$ cat src/rtl/sd_resp_rx_ctrl.sv
`default_nettype none
// ============================================================================
// Module      : sd_resp_rx_ctrl
// Description : SD-bus command-response receiver. Armed per command, it waits
//               a bounded number of clocks for the start bit, captures a short
//               or long response frame MSB-first, computes CRC7 serially while
//               receiving, then reports the frame and error flags on a
//               single-cycle done pulse.
// Ports       : clk, reset       - clock, synchronous active-high reset
//               start            - arm request (honoured in IDLE only)
//               long_resp        - latched with start: long framing
//               check_crc        - latched with start: enable CRC check
//               sd_cmd           - sampled CMD line
//               response         - last complete frame, right-aligned
//               busy, done       - activity level / completion pulse
//               timeout_err, tx_err, end_err, crc_err - error flags
// Revision    : 1.0 - initial release
// ============================================================================
module sd_resp_rx_ctrl #(
    parameter int SHORT_BITS = 48,
    parameter int LONG_BITS  = 136,
    parameter int TIMEOUT    = 64
) (
    input  logic                 clk,
    input  logic                 reset,
    input  logic                 start,
    input  logic                 long_resp,
    input  logic                 check_crc,
    input  logic                 sd_cmd,
    output logic [LONG_BITS-1:0] response,
    output logic                 busy,
    output logic                 done,
    output logic                 timeout_err,
    output logic                 tx_err,
    output logic                 end_err,
    output logic                 crc_err
);

    localparam int CNT_W  = $clog2(LONG_BITS + 1);
    localparam int WAIT_W = $clog2(TIMEOUT + 1);

    // Bit count values are "number of bits already received".
    localparam logic [CNT_W-1:0]  c_short_last      = CNT_W'(SHORT_BITS - 1);
    localparam logic [CNT_W-1:0]  c_long_last       = CNT_W'(LONG_BITS - 1);
    // Short frames: CRC covers frame bits SHORT_BITS-1..8.
    localparam logic [CNT_W-1:0]  c_short_crc_last  = CNT_W'(SHORT_BITS - 9);
    // Long frames: start, transmission and 6 reserved bits are skipped.
    localparam logic [CNT_W-1:0]  c_long_crc_first  = CNT_W'(8);
    localparam logic [CNT_W-1:0]  c_long_crc_last   = CNT_W'(LONG_BITS - 9);
    localparam logic [CNT_W-1:0]  c_cnt_one         = CNT_W'(1);
    localparam logic [WAIT_W-1:0] c_wait_last       = WAIT_W'(TIMEOUT - 1);
    localparam logic [WAIT_W-1:0] c_wait_one        = WAIT_W'(1);

    typedef enum logic [1:0] {
        S_IDLE       = 2'd0,
        S_WAIT_START = 2'd1,
        S_RECEIVE    = 2'd2
    } state_t;

    state_t               r_state;
    logic                 r_long;
    logic                 r_chk;
    logic [CNT_W-1:0]     r_bit_cnt;
    logic [WAIT_W-1:0]    r_wait_cnt;
    logic [LONG_BITS-1:0] r_shift;
    logic [6:0]           r_crc;
    logic [LONG_BITS-1:0] r_response;
    logic                 r_busy;
    logic                 r_done;
    logic                 r_timeout_err;
    logic                 r_tx_err;
    logic                 r_end_err;
    logic                 r_crc_err;

    logic [LONG_BITS-1:0] w_frame;
    logic                 w_last;
    logic                 w_crc_en;
    logic                 w_crc_fb;
    logic [6:0]           w_crc_next;
    logic                 w_tx_bit;

    // Frame including the bit being sampled on this edge.
    assign w_frame    = {r_shift[LONG_BITS-2:0], sd_cmd};
    assign w_last     = r_long ? (r_bit_cnt == c_long_last) : (r_bit_cnt == c_short_last);
    // The incoming bit is the (r_bit_cnt+1)-th bit of the frame.
    assign w_crc_en   = r_long ? ((r_bit_cnt >= c_long_crc_first) && (r_bit_cnt <= c_long_crc_last))
                               : (r_bit_cnt <= c_short_crc_last);
    // x^7 + x^3 + 1, MSB-first serial update.
    assign w_crc_fb   = r_crc[6] ^ sd_cmd;
    assign w_crc_next = {r_crc[5:3], r_crc[2] ^ w_crc_fb, r_crc[1:0], w_crc_fb};
    assign w_tx_bit   = r_long ? w_frame[LONG_BITS-2] : w_frame[SHORT_BITS-2];

    always_ff @(posedge clk) begin
        if (reset) begin
            r_state       <= S_IDLE;
            r_long        <= 1'b0;
            r_chk         <= 1'b0;
            r_bit_cnt     <= '0;
            r_wait_cnt    <= '0;
            r_shift       <= '0;
            r_crc         <= '0;
            r_response    <= '0;
            r_busy        <= 1'b0;
            r_done        <= 1'b0;
            r_timeout_err <= 1'b0;
            r_tx_err      <= 1'b0;
            r_end_err     <= 1'b0;
            r_crc_err     <= 1'b0;
        end else begin
            r_done <= 1'b0;
            case (r_state)
                S_IDLE: begin
                    // A start coinciding with the done pulse is dropped so the
                    // sequencer sees a clean gap before re-arming.
                    if (start && !r_done) begin
                        r_long        <= long_resp;
                        r_chk         <= check_crc;
                        r_timeout_err <= 1'b0;
                        r_tx_err      <= 1'b0;
                        r_end_err     <= 1'b0;
                        r_crc_err     <= 1'b0;
                        r_wait_cnt    <= '0;
                        r_bit_cnt     <= '0;
                        r_shift       <= '0;
                        r_crc         <= '0;
                        r_busy        <= 1'b1;
                        r_state       <= S_WAIT_START;
                    end
                end
                S_WAIT_START: begin
                    // The TIMEOUT-th sample is a timeout even if it is a start bit.
                    if (r_wait_cnt == c_wait_last) begin
                        r_wait_cnt    <= r_wait_cnt + c_wait_one;
                        r_timeout_err <= 1'b1;
                        r_done        <= 1'b1;
                        r_response    <= '0;
                        r_busy        <= 1'b0;
                        r_state       <= S_IDLE;
                    end else if (!sd_cmd) begin
                        // Start bit is 0, so it leaves the CRC at its zero seed.
                        r_shift   <= w_frame;
                        r_bit_cnt <= c_cnt_one;
                        r_state   <= S_RECEIVE;
                    end else begin
                        r_wait_cnt <= r_wait_cnt + c_wait_one;
                    end
                end
                S_RECEIVE: begin
                    r_shift   <= w_frame;
                    r_bit_cnt <= r_bit_cnt + c_cnt_one;
                    if (w_crc_en) begin
                        r_crc <= w_crc_next;
                    end
                    if (w_last) begin
                        // Bits above the frame are zero: shift register was
                        // cleared on arm.
                        r_response <= w_frame;
                        r_tx_err   <= w_tx_bit;
                        r_end_err  <= ~sd_cmd;
                        r_crc_err  <= r_chk && (r_crc != w_frame[7:1]);
                        r_done     <= 1'b1;
                        r_busy     <= 1'b0;
                        r_state    <= S_IDLE;
                    end
                end
                default: begin
                    r_state <= S_IDLE;
                    r_busy  <= 1'b0;
                end
            endcase
        end
    end

    assign response    = r_response;
    assign busy        = r_busy;
    assign done        = r_done;
    assign timeout_err = r_timeout_err;
    assign tx_err      = r_tx_err;
    assign end_err     = r_end_err;
    assign crc_err     = r_crc_err;

endmodule
`default_nettype wire

$ cat config.mk
export PLATFORM = sky130hd
export DESIGN_NAME = sd_resp_rx_ctrl
export DESIGN_NICKNAME = d
export VERILOG_FILES = /design/src/rtl/sd_resp_rx_ctrl.sv
export SDC_FILE = /design/constraint.sdc
export NUM_CORES = 1
export LEC_CHECK = 0
export ABC_AREA = 1
export BUFFER_PORTS_ARGS = -buffer_cell sky130_fd_sc_hd__buf_2
export CAP_MARGIN = 20
export CELL_PAD_IN_SITES_DETAIL_PLACEMENT = 0
export CELL_PAD_IN_SITES_GLOBAL_PLACEMENT = 2
export CORE_MARGIN = 2
export CORE_UTILIZATION = 30
export CTS_CLUSTER_SIZE = 24
export DETAILED_ROUTE_END_ITERATION = 6
export GPL_TIMING_DRIVEN = 0
export PLACE_DENSITY_LB_ADDON = 0.05
export SYNTH_ARGS = -nofsm -noshare
export SYNTH_HDL_FRONTEND = slang
export SYNTH_SLANG_ARGS = --single-unit
$ cat constraint.sdc
create_clock -name clk -period 1.85 [get_ports clk]
set_input_delay 0.0925 -clock clk [delete_from_list [all_inputs] [get_ports clk]]
set_output_delay 0.0925 -clock clk [all_outputs]
set_load 0.03 [all_outputs]
### After elaboration in Yosys (flattened, before gate mapping)

Cells that the tools add are included.

* bits of input ports: 6
* register bits after elaboration: 303
* output and inout port bits: 142

* muxes and demuxes: 41
* magnitude comparators: 3
* bitwise gates (word level): 3
* equality and inequality tests: 14
* reductions and logical operators: 18
* $add $sub $neg: 2

Operators with widths (count)
* $mux W135: 3
* $pmux W135 S3: 1
* $mux W136: 2
* $pmux W136 S2: 1
* $mux W7: 4
* $pmux W7 S2: 2
* $mux W8: 3
* $pmux W8 S3: 1
* $reduce_and A3 Y1: 7
* $mux W1: 13
* $ne A2 B2 Y1 const B: 6
* $pmux W1 S2: 5
* $add A8 B1 Y8 const B: 1
* $eq A8 B6 Y1 const B: 1
* $eq A8 B8 Y1 const B: 1
* $ge A8 B4 Y1 const B: 1
* $le A8 B6 Y1 const B: 1
* $le A8 B7 Y1 const B: 1
* $mux W2: 4
* $add A7 B1 Y7 const B: 1
* $eq A7 B6 Y1 const B: 1
* $ne A7 B7 Y1: 1
* $ne A3 B3 Y1 const B: 2
* $pmux W2 S3: 1
* other kinds (12): 17

### Longest topological paths before layout

Gate-level depths: netlist (run 1).

* word-level depth: 5
* gate-level depth with buffers: 13

### Worst setup path after synthesis (run 1)

No wires, ideal clock.

* path kind: reg2reg
* start point: register r_state[1]
* end point: register r_shift[100]
* stages on the path, launching flop included: 10
* library setup time: 119 ps
* arrival: 1666 ps
* period minus slack after synthesis: 1785 ps
* buffers on the path: 3
* path slack: 65 ps
* data required time: 1731 ps
* cell sequence: dfxtp_1 > inv_1 > ha_1 > buf_2 > o21ai_2 > buf_4 > clkbuf_1 > nor2_1 > o21ai_0 > a21oi_1

* longest elaborated chain between the ends: 3
* elaborated cells on any way between the ends: 9

Ends and longest elaborated chain
* from (decl): RTL line 60 `state_t r_state;`
* from (signal assigned): RTL line 95 `r_state <= S_IDLE;`
* from (signal assigned): RTL line 127 `r_state <= S_WAIT_START;`
* from (signal assigned): RTL line 138 `r_state <= S_IDLE;`
* $eq A2 B1 Y1 (tied with other cells): RTL line 111 `case (r_state)`
* $ne A2 B2 Y1 (no source line) / $reduce_bool A3 Y1 (equally long branches)
* $reduce_and A4 Y1 (no source line)
* to (signal assigned): RTL line 141 `r_shift <= w_frame;`
* to (signal assigned): RTL line 149 `r_shift <= w_frame;`
* to (decl): RTL line 65 `logic [LONG_BITS-1:0] r_shift;`

Several ways; a longest one is shown, not always the timed one.
A chain may end at the register's enable or synchronous reset.

### Worst setup path in the final report (run 1)

* start point: register r_bit_cnt[1]
* end point: register r_response[0], in the netlist response[0]

* longest elaborated chain between the ends: 4
* elaborated cells on any way between the ends: 5

Ends and longest elaborated chain
* from (decl): RTL line 63 `logic [CNT_W-1:0] r_bit_cnt;`
* from (signal assigned): RTL line 142 `r_bit_cnt <= c_cnt_one;`
* from (signal assigned): RTL line 150 `r_bit_cnt <= r_bit_cnt + c_cnt_one;`
* $eq A8 B6 Y1 / $eq A8 B8 Y1 (equally long branches): RTL line 84 `assign w_last = r_long ? (r_bit_cnt == c_long_last) : (r_bit_cnt == c_short_last);`
* $mux W1 (*): RTL line 84
* $ne A2 B2 Y1 (no source line) (*)
* $reduce_and A3 Y1 (no source line) (*)
* to (signal assigned): RTL line 157 `r_response <= w_frame;`
* to (decl): RTL line 67 `logic [LONG_BITS-1:0] r_response;`

Every way passes the cells marked *; elsewhere a longest branch is shown, timed or not.

==> flow_summary.toml, run 1 <==
[clock_network]
cts_inserted_buffers = 37
htree_levels = 2
clock-sinks = 303
cts.clk_slew.worst_paths_ns = 0.06
cts-root-buf = "clkbuf_16"
cts_tree = "yes"
insertion_delay_ns = 0.54
cts_buffer_depth = 3

[timing]
min_period_over_period_pct = 96.1
worstMarginPinSlew_ns = 0.981
finClkSkew_ns = 0.0147
setup_viol = 0
slew_headroom_pct = 34.6
fin_crit_ns = 1.78
rsz0062_at_grt = "true"
drv_slew = 0
holdWs_ns = 0.382
final-hold-violation-count = 0
timing.fmax_mhz = 563

[power_and_ir_drop]
powerDensity_mw_per_mm2 = 1670
pwr-share-clk_pct = 25.4
p_sw_share_pct = 38.1
power_leakage_nw = 6.39
vdd_ir_drop_max_v = 0.000674
internal_power_mw = 17.0
total_power_mw = 27.4
p_seq_share_pct = 33.7
p_sw_mw = 10.4
p_comb_share_pct = 41.0

[routing]
routed_wl_um = 35800
drtAntennaViolNets = 0
vias = 10900
drt-pass1-iter-count = 4
via_per_inst = 4.58
drc = 0
post_drt_wl_per_cell_um = 15.1
first_iter_violations = 416

[yosys]
yosysUniqueCellTypes = 29
synth_top_family_by_area = "simple AND/OR/NAND/NOR gates"
synth_area_mm2 = 0.0118
yosys_register_bits = 303
synthArstFlopShare_pct = 0
yosys.area_share.xor_xnor_pct = 0.814
synth-compound-area-share_pct = 19.0
synth_flop_cell = "dfxtp_1"
synth_mux_area_share_pct = 0
synth_seq_area_share_pct = 51.3
netlist_instances = 1595
synth_edf_count = 0
synthSimpleGateAreaFrac_pct = 19.0
synthAdderAreaFrac_pct = 0.634
postSynthAreaPerCell_um2 = 7.42
ys_warn_count = 0
syn_nets = 1607

[worst_setup_path]
crit_top_cell = "buf_12"
critPathMaxFanout = 6
reg2reg_from = "r_bit_cnt[1]"
crit_required_ns = 2.31
worstPathArrival_ns = 2.24
path_class = "reg2reg"
end_kind = "flip-flop"
critPathLaunch = "r_bit_cnt[1]"
start_kind = "flip-flop"
slowest_delay_ns = 0.36
crit_path_top_delay_cell = "dfxtp_4"
path_cells = "ha_4 > nand2_4 > nor3_4 > nand3_4 > nor2_8 > buf_12 > buf_12 > buf_12 > nand2_2 > a21oi_2"

[floorplanning]
die_h_um = 203
die_x_um = 203
start_util_pct = 30.5
std_cell_rows = 72
io_pins = 148
placeableCoreArea_mm2 = 0.0388
dieArea_mm2 = 0.0411

[hold_path]
min_from = "reset"
hold_class = "in2reg"

[finish]
layout-drive-gt1-share_pct = 28.1
fin_area_mm2 = 0.0164
antenna_cells = 0
area_delta_synth_final_pct = 38.3
nets = 1841
instances_no_fill = 2373
final_util_pct = 42.2
fillers = 4051

[job]
maxCapViolations = 0

[global_routing]
gr-usage-met1_pct = 24.1
grt-ovfl-total = 0
grt_pass1_wl_um = 55600
met2_usage_pct = 25.9
grt_pass1_vias = 10100
antenna_found_initial = 0
grt_util_met3_pct = 3.27
grt_max_degree = 18
gr-usage-all-layers_pct = 17.1
grt.busiest_layer = "met2"

[placement]
io_buffers = 145
post_dp_cell_area_mm2 = 0.0132
dp_hpwl_um = 23800
dp.cells = 2258
place_congestion = 0.768

[outcome]
status = "finished, final reports clean"
[worst paths after layout]
| path | endpoint | slack, ns | cells after the start |
|---|---|---|---|
| min | response[31] | 0.38 | 3 |
| max | response[0] | 0.07 | 10 |
| max reg2reg | response[0] | 0.07 | 10 |
| min reg2reg | response[57] | 0.45 | 2 |
[cells in the final DEF (no fill, tap or decap), types with 45 or more instances in the layout]
master,instances
a21oi_1,221
a21oi_2,73
buf_2,148
clkbuf_1,45
clkbuf_16,50
dfxtp_1,295
inv_1,150
nand2_1,312
nor2_1,177
o21ai_1,60
o21ai_2,54
[cells by family after synthesis]
kind of cell	Yosys count
flip-flops	303
XOR/XNOR	11
buffers and inverters	267
AO/OA/AOI/OAI	440
AND/OR/NAND/NOR	568
adder cells (fa/ha/maj)	6
[synth_stat cells, types with 6 or more instances]
cell type | n | area (µm²)
nand2_1 | 336 | 1260
dfxtp_1 | 303 | 6070
a21oi_1 | 285 | 1430
nor2_1 | 179 | 672
inv_1 | 154 | 578
o21ai_0 | 141 | 706
clkbuf_1 | 57 | 214
buf_2 | 40 | 200
nand3_1 | 27 | 135
nand2_2 | 12 | 75.1
a21oi_2 | 10 | 87.6
xnor2_1 | 7 | 61.3
ha_1 | 6 | 75.1
nand4_1 | 6 | 37.5
[stage by stage]
step | TNS [ns] | setup slack (ns)
2_1_floorplan | 0 | 0.0649
3_3_place_gp | -156.09 | -0.779
3_5_place_dp | -155.38 | -0.824
4_1_cts | -0.340 | -0.0376
5_1_grt | -0.422 | -0.0433
6_report | 0 | 0.0729
[power groups by stage]
stage | clock [mW] | combinational [mW] | sequential [mW]
floorplan | 0 | 5.24 | 8.99
global placement | 0 | 7.41 | 9.28
detailed placement | 0 | 7.38 | 9.28
CTS | 7.23 | 9.49 | 9.19
global route | 7.48 | 12.4 | 9.44
finish | 6.95 | 11.2 | 9.23
[layer usage]
layer  vias to the layer above  part of all wire [%]
met2                       168                    44
met3                        45                   4.2
li1                       5576                     -
met5                         -                     0
met4                         0                   2.1
met1                      5069                    50
[final cells by class]
class / instances / area, µm² / area share (%)
multi-input combinational: 1025 / 5430 / 33.1
clock buffer: 59 / 1120 / 6.85
sequential: 303 / 6090 / 37.2
clock inverter: 6 / 33.8 / 0.206
buffer: 106 / 988 / 6.04
inverter: 158 / 598 / 3.65
timing repair buffer: 198 / 1470 / 8.98
tap: 518 / 648 / 3.96
[registers in the layout, indices dropped and copies added, names as in the netlist]
| name | count |
|---|---|
| response | 136 |
| r_shift | 135 |
| r_bit_cnt | 8 |
| r_crc | 7 |
| r_wait_cnt | 7 |
| r_state | 2 |
| busy | 1 |
| crc_err | 1 |
| done | 1 |
| end_err | 1 |
| r_chk | 1 |
| r_long | 1 |
| timeout_err | 1 |
| tx_err | 1 |
[what timing repair did]
item | CTS | global route
setup buffers | 24 | 11
gates cloned | 2 | 11
resized for setup | 229 | 303
hold buffers | 5 | 0
hold endpoints to repair | 3 | 0
endpoints found under the setup margin | 299 | 288
pin swaps | 11 | 25
[critical path: cells and delay by family, from the launching register on]
family | cells | cell delay (ns)
AOI/OAI and AO/OA | 1 | 0.14
adders and majority gates | 1 | 0.15
buffers and inverters | 3 | 0.41
DFF | 1 | 0.36
and+or+nand+nor | 5 | 0.61
Power figures use the tool's default switching activity.
==> inputs of run 2 (changes only) <==
PLACE_DENSITY = 0.81   (was default)
PLACE_DENSITY_LB_ADDON = default   (was 0.05)
==> flow_summary.toml, run 2 (synthesis gave the netlist of run 1 again) <==
[finish]
antenna_cells = 0
largest_reg_flops = 136
layout_common_cells = "295 x dfxtp_1, 244 x nand2_1, 210 x a21oi_1"
fillers = 3988
area_delta_synth_final_pct = 42.1
nets = 1840
final_common_cell = "dfxtp_1"
layout-drive-gt1-share_pct = 31.0

[placement]
io_buffers = 145
place_congestion = 0.783
post-place-ws_ns = -0.815
dp_hpwl_um = 23100

[worst_setup_path]
critPathMaxFanout = 8
critical_path_buf_inv_count = 3
worstPathArrival_ns = 2.24
slowest_delay_ns = 0.34
rrSetupSlack_ns = -0.03
crit_required_ns = 2.21
end_kind = "flip-flop"
start_kind = "flip-flop"
reg2regPathDepth = 9
critical-path-top-delay-family = "simple AND/OR/NAND/NOR gates"
crit_path_top_delay_cell = "dfxtp_2"
r2r_end = "response[103]"
path_cells = "inv_4 > ha_4 > nand4_1 > o21ai_2 > nand2_8 > buf_12 > buf_16 > nand2_1 > a21oi_1"
reg2reg_from = "r_state[1]"
path_class = "reg2reg"

[clock_network]
cts_tree = "yes"
clock-sinks = 303
insertion_delay_ns = 0.51
cts_inserted_buffers = 35
cts_buffer_depth = 3
htree_levels = 2
cts.clk_slew.worst_paths_ns = 0.06
cts-root-buf = "clkbuf_16"

[power_and_ir_drop]
powerDensity_mw_per_mm2 = 1650
power_leakage_nw = 6.50
vdd_ir_drop_max_v = 0.000632

[timing]
final-hold-violation-count = 0
layout_setup_ws_ns = -0.0279
fin_crit_ns = 1.88
finClkSkew_ns = 0.00945
tns_ns = -0.287
rsz0062_at_grt = "true"
worstMarginPinSlew_ns = 0.982
slew_headroom_pct = 34.5
holdWs_ns = 0.0446
min_period_over_period_pct = 102
setup_viol = 32
timing.fmax_mhz = 533
drv_slew = 0

[routing]
routed_wl_um = 35200
post_drt_wl_per_cell_um = 14.9
drtAntennaViolNets = 0
via_per_inst = 4.58
first_iter_violations = 546
drt-pass1-iter-count = 5
vias = 10900
drc = 0

[global_routing]
antenna_found_initial = 0
gr-usage-all-layers_pct = 16.4
grt_pass1_wl_um = 54400
grt-ovfl-total = 0
grt_pass1_vias = 10400
grt_max_degree = 18

[floorplanning]
die_h_um = 203
std_cell_rows = 72
io_pins = 148
die_x_um = 203
dieArea_mm2 = 0.0411
placeableCoreArea_mm2 = 0.0388
start_util_pct = 30.5

[job]
maxCapViolations = 0

[hold_path]
whs_path_depth = 3
hold_class = "in2reg"
min_to = "response[0]"
min_from = "sd_cmd"

[outcome]
status = "finished with violations"
failed_checks = "negative setup slack"
## run 2: worst min-delay path, delay by kind of cell
kind                   cells  cell delay, ns
buffers and inverters      1            0.21
and+or+nand+nor            1            0.15
AOI/OAI and AO/OA          1            0.05
## run 2: per-stage QoR
stage               cells  total power [mW]  instance area [µm²]  util (%)
global placement     2258              16.5                13200      34.0
CTS                  2345              26.0                15400      39.8
detailed placement   2258              16.5                13200      34.0
floorplan            1595              14.2                11800         -
finish               2370              27.8                16800      43.3
global route         2370              29.7                16800      43.3
## run 2: final cells by class
class                      count  area (µm²)  share of cell area, %
multi-input combinational   1025        5760                   34.3
buffer                       105        1030                   6.15
timing repair buffer         200        1540                   9.18
inverter                     158         606                   3.60
tap                          518         648                   3.85
clock buffer                  48         985                   5.86
sequential                   303        6090                   36.2
clock inverter                13         150                  0.893
## run 2: where the power goes
| part | switching [mW] | leakage, nW | total [mW] | internal (mW) |
|---|---|---|---|---|
| registers | 0.982 | 2.47 | 9.14 | 8.16 |
| clock network | 2.75 | 0.561 | 6.89 | 4.15 |
| logic | 6.62 | 3.47 | 11.8 | 5.17 |
## run 2: what timing repair did
item / CTS / global route
pin swaps: 26 / 67
hold buffers: 3 / 0
resized for setup: 226 / 354
buffers inserted: 19 / 14
hold endpoints to repair: 2 / 0
endpoints found under the setup margin: 297 / 293
gates cloned: 7 / 12
## run 2: how the worst max path moves through the flow
stage | from | end | slack, ns | cells past startpoint
after global routing | r_state[1] | response[126] | -0.10 | 9
final | r_state[1] | response[103] | -0.03 | 9
after CTS | r_state[1] | r_shift[90] | -0.04 | 9
after floorplan | r_state[1] | r_shift[100] | 0.06 | 9
after detailed placement | r_state[1] | r_shift[97] | -0.82 | 9
after global placement | r_state[1] | r_shift[132] | -0.80 | 9
## run 2: metal layers
metal / share of wire (%) / track usage (%) / up-vias
met5: 0 / 0 / -
met4: 1.6 / 3.83 / 0
met3: 5.1 / 4.01 / 44
met2: 45 / 26.4 / 163
met1: 49 / 22.1 / 5070
li1: - / - / 5578
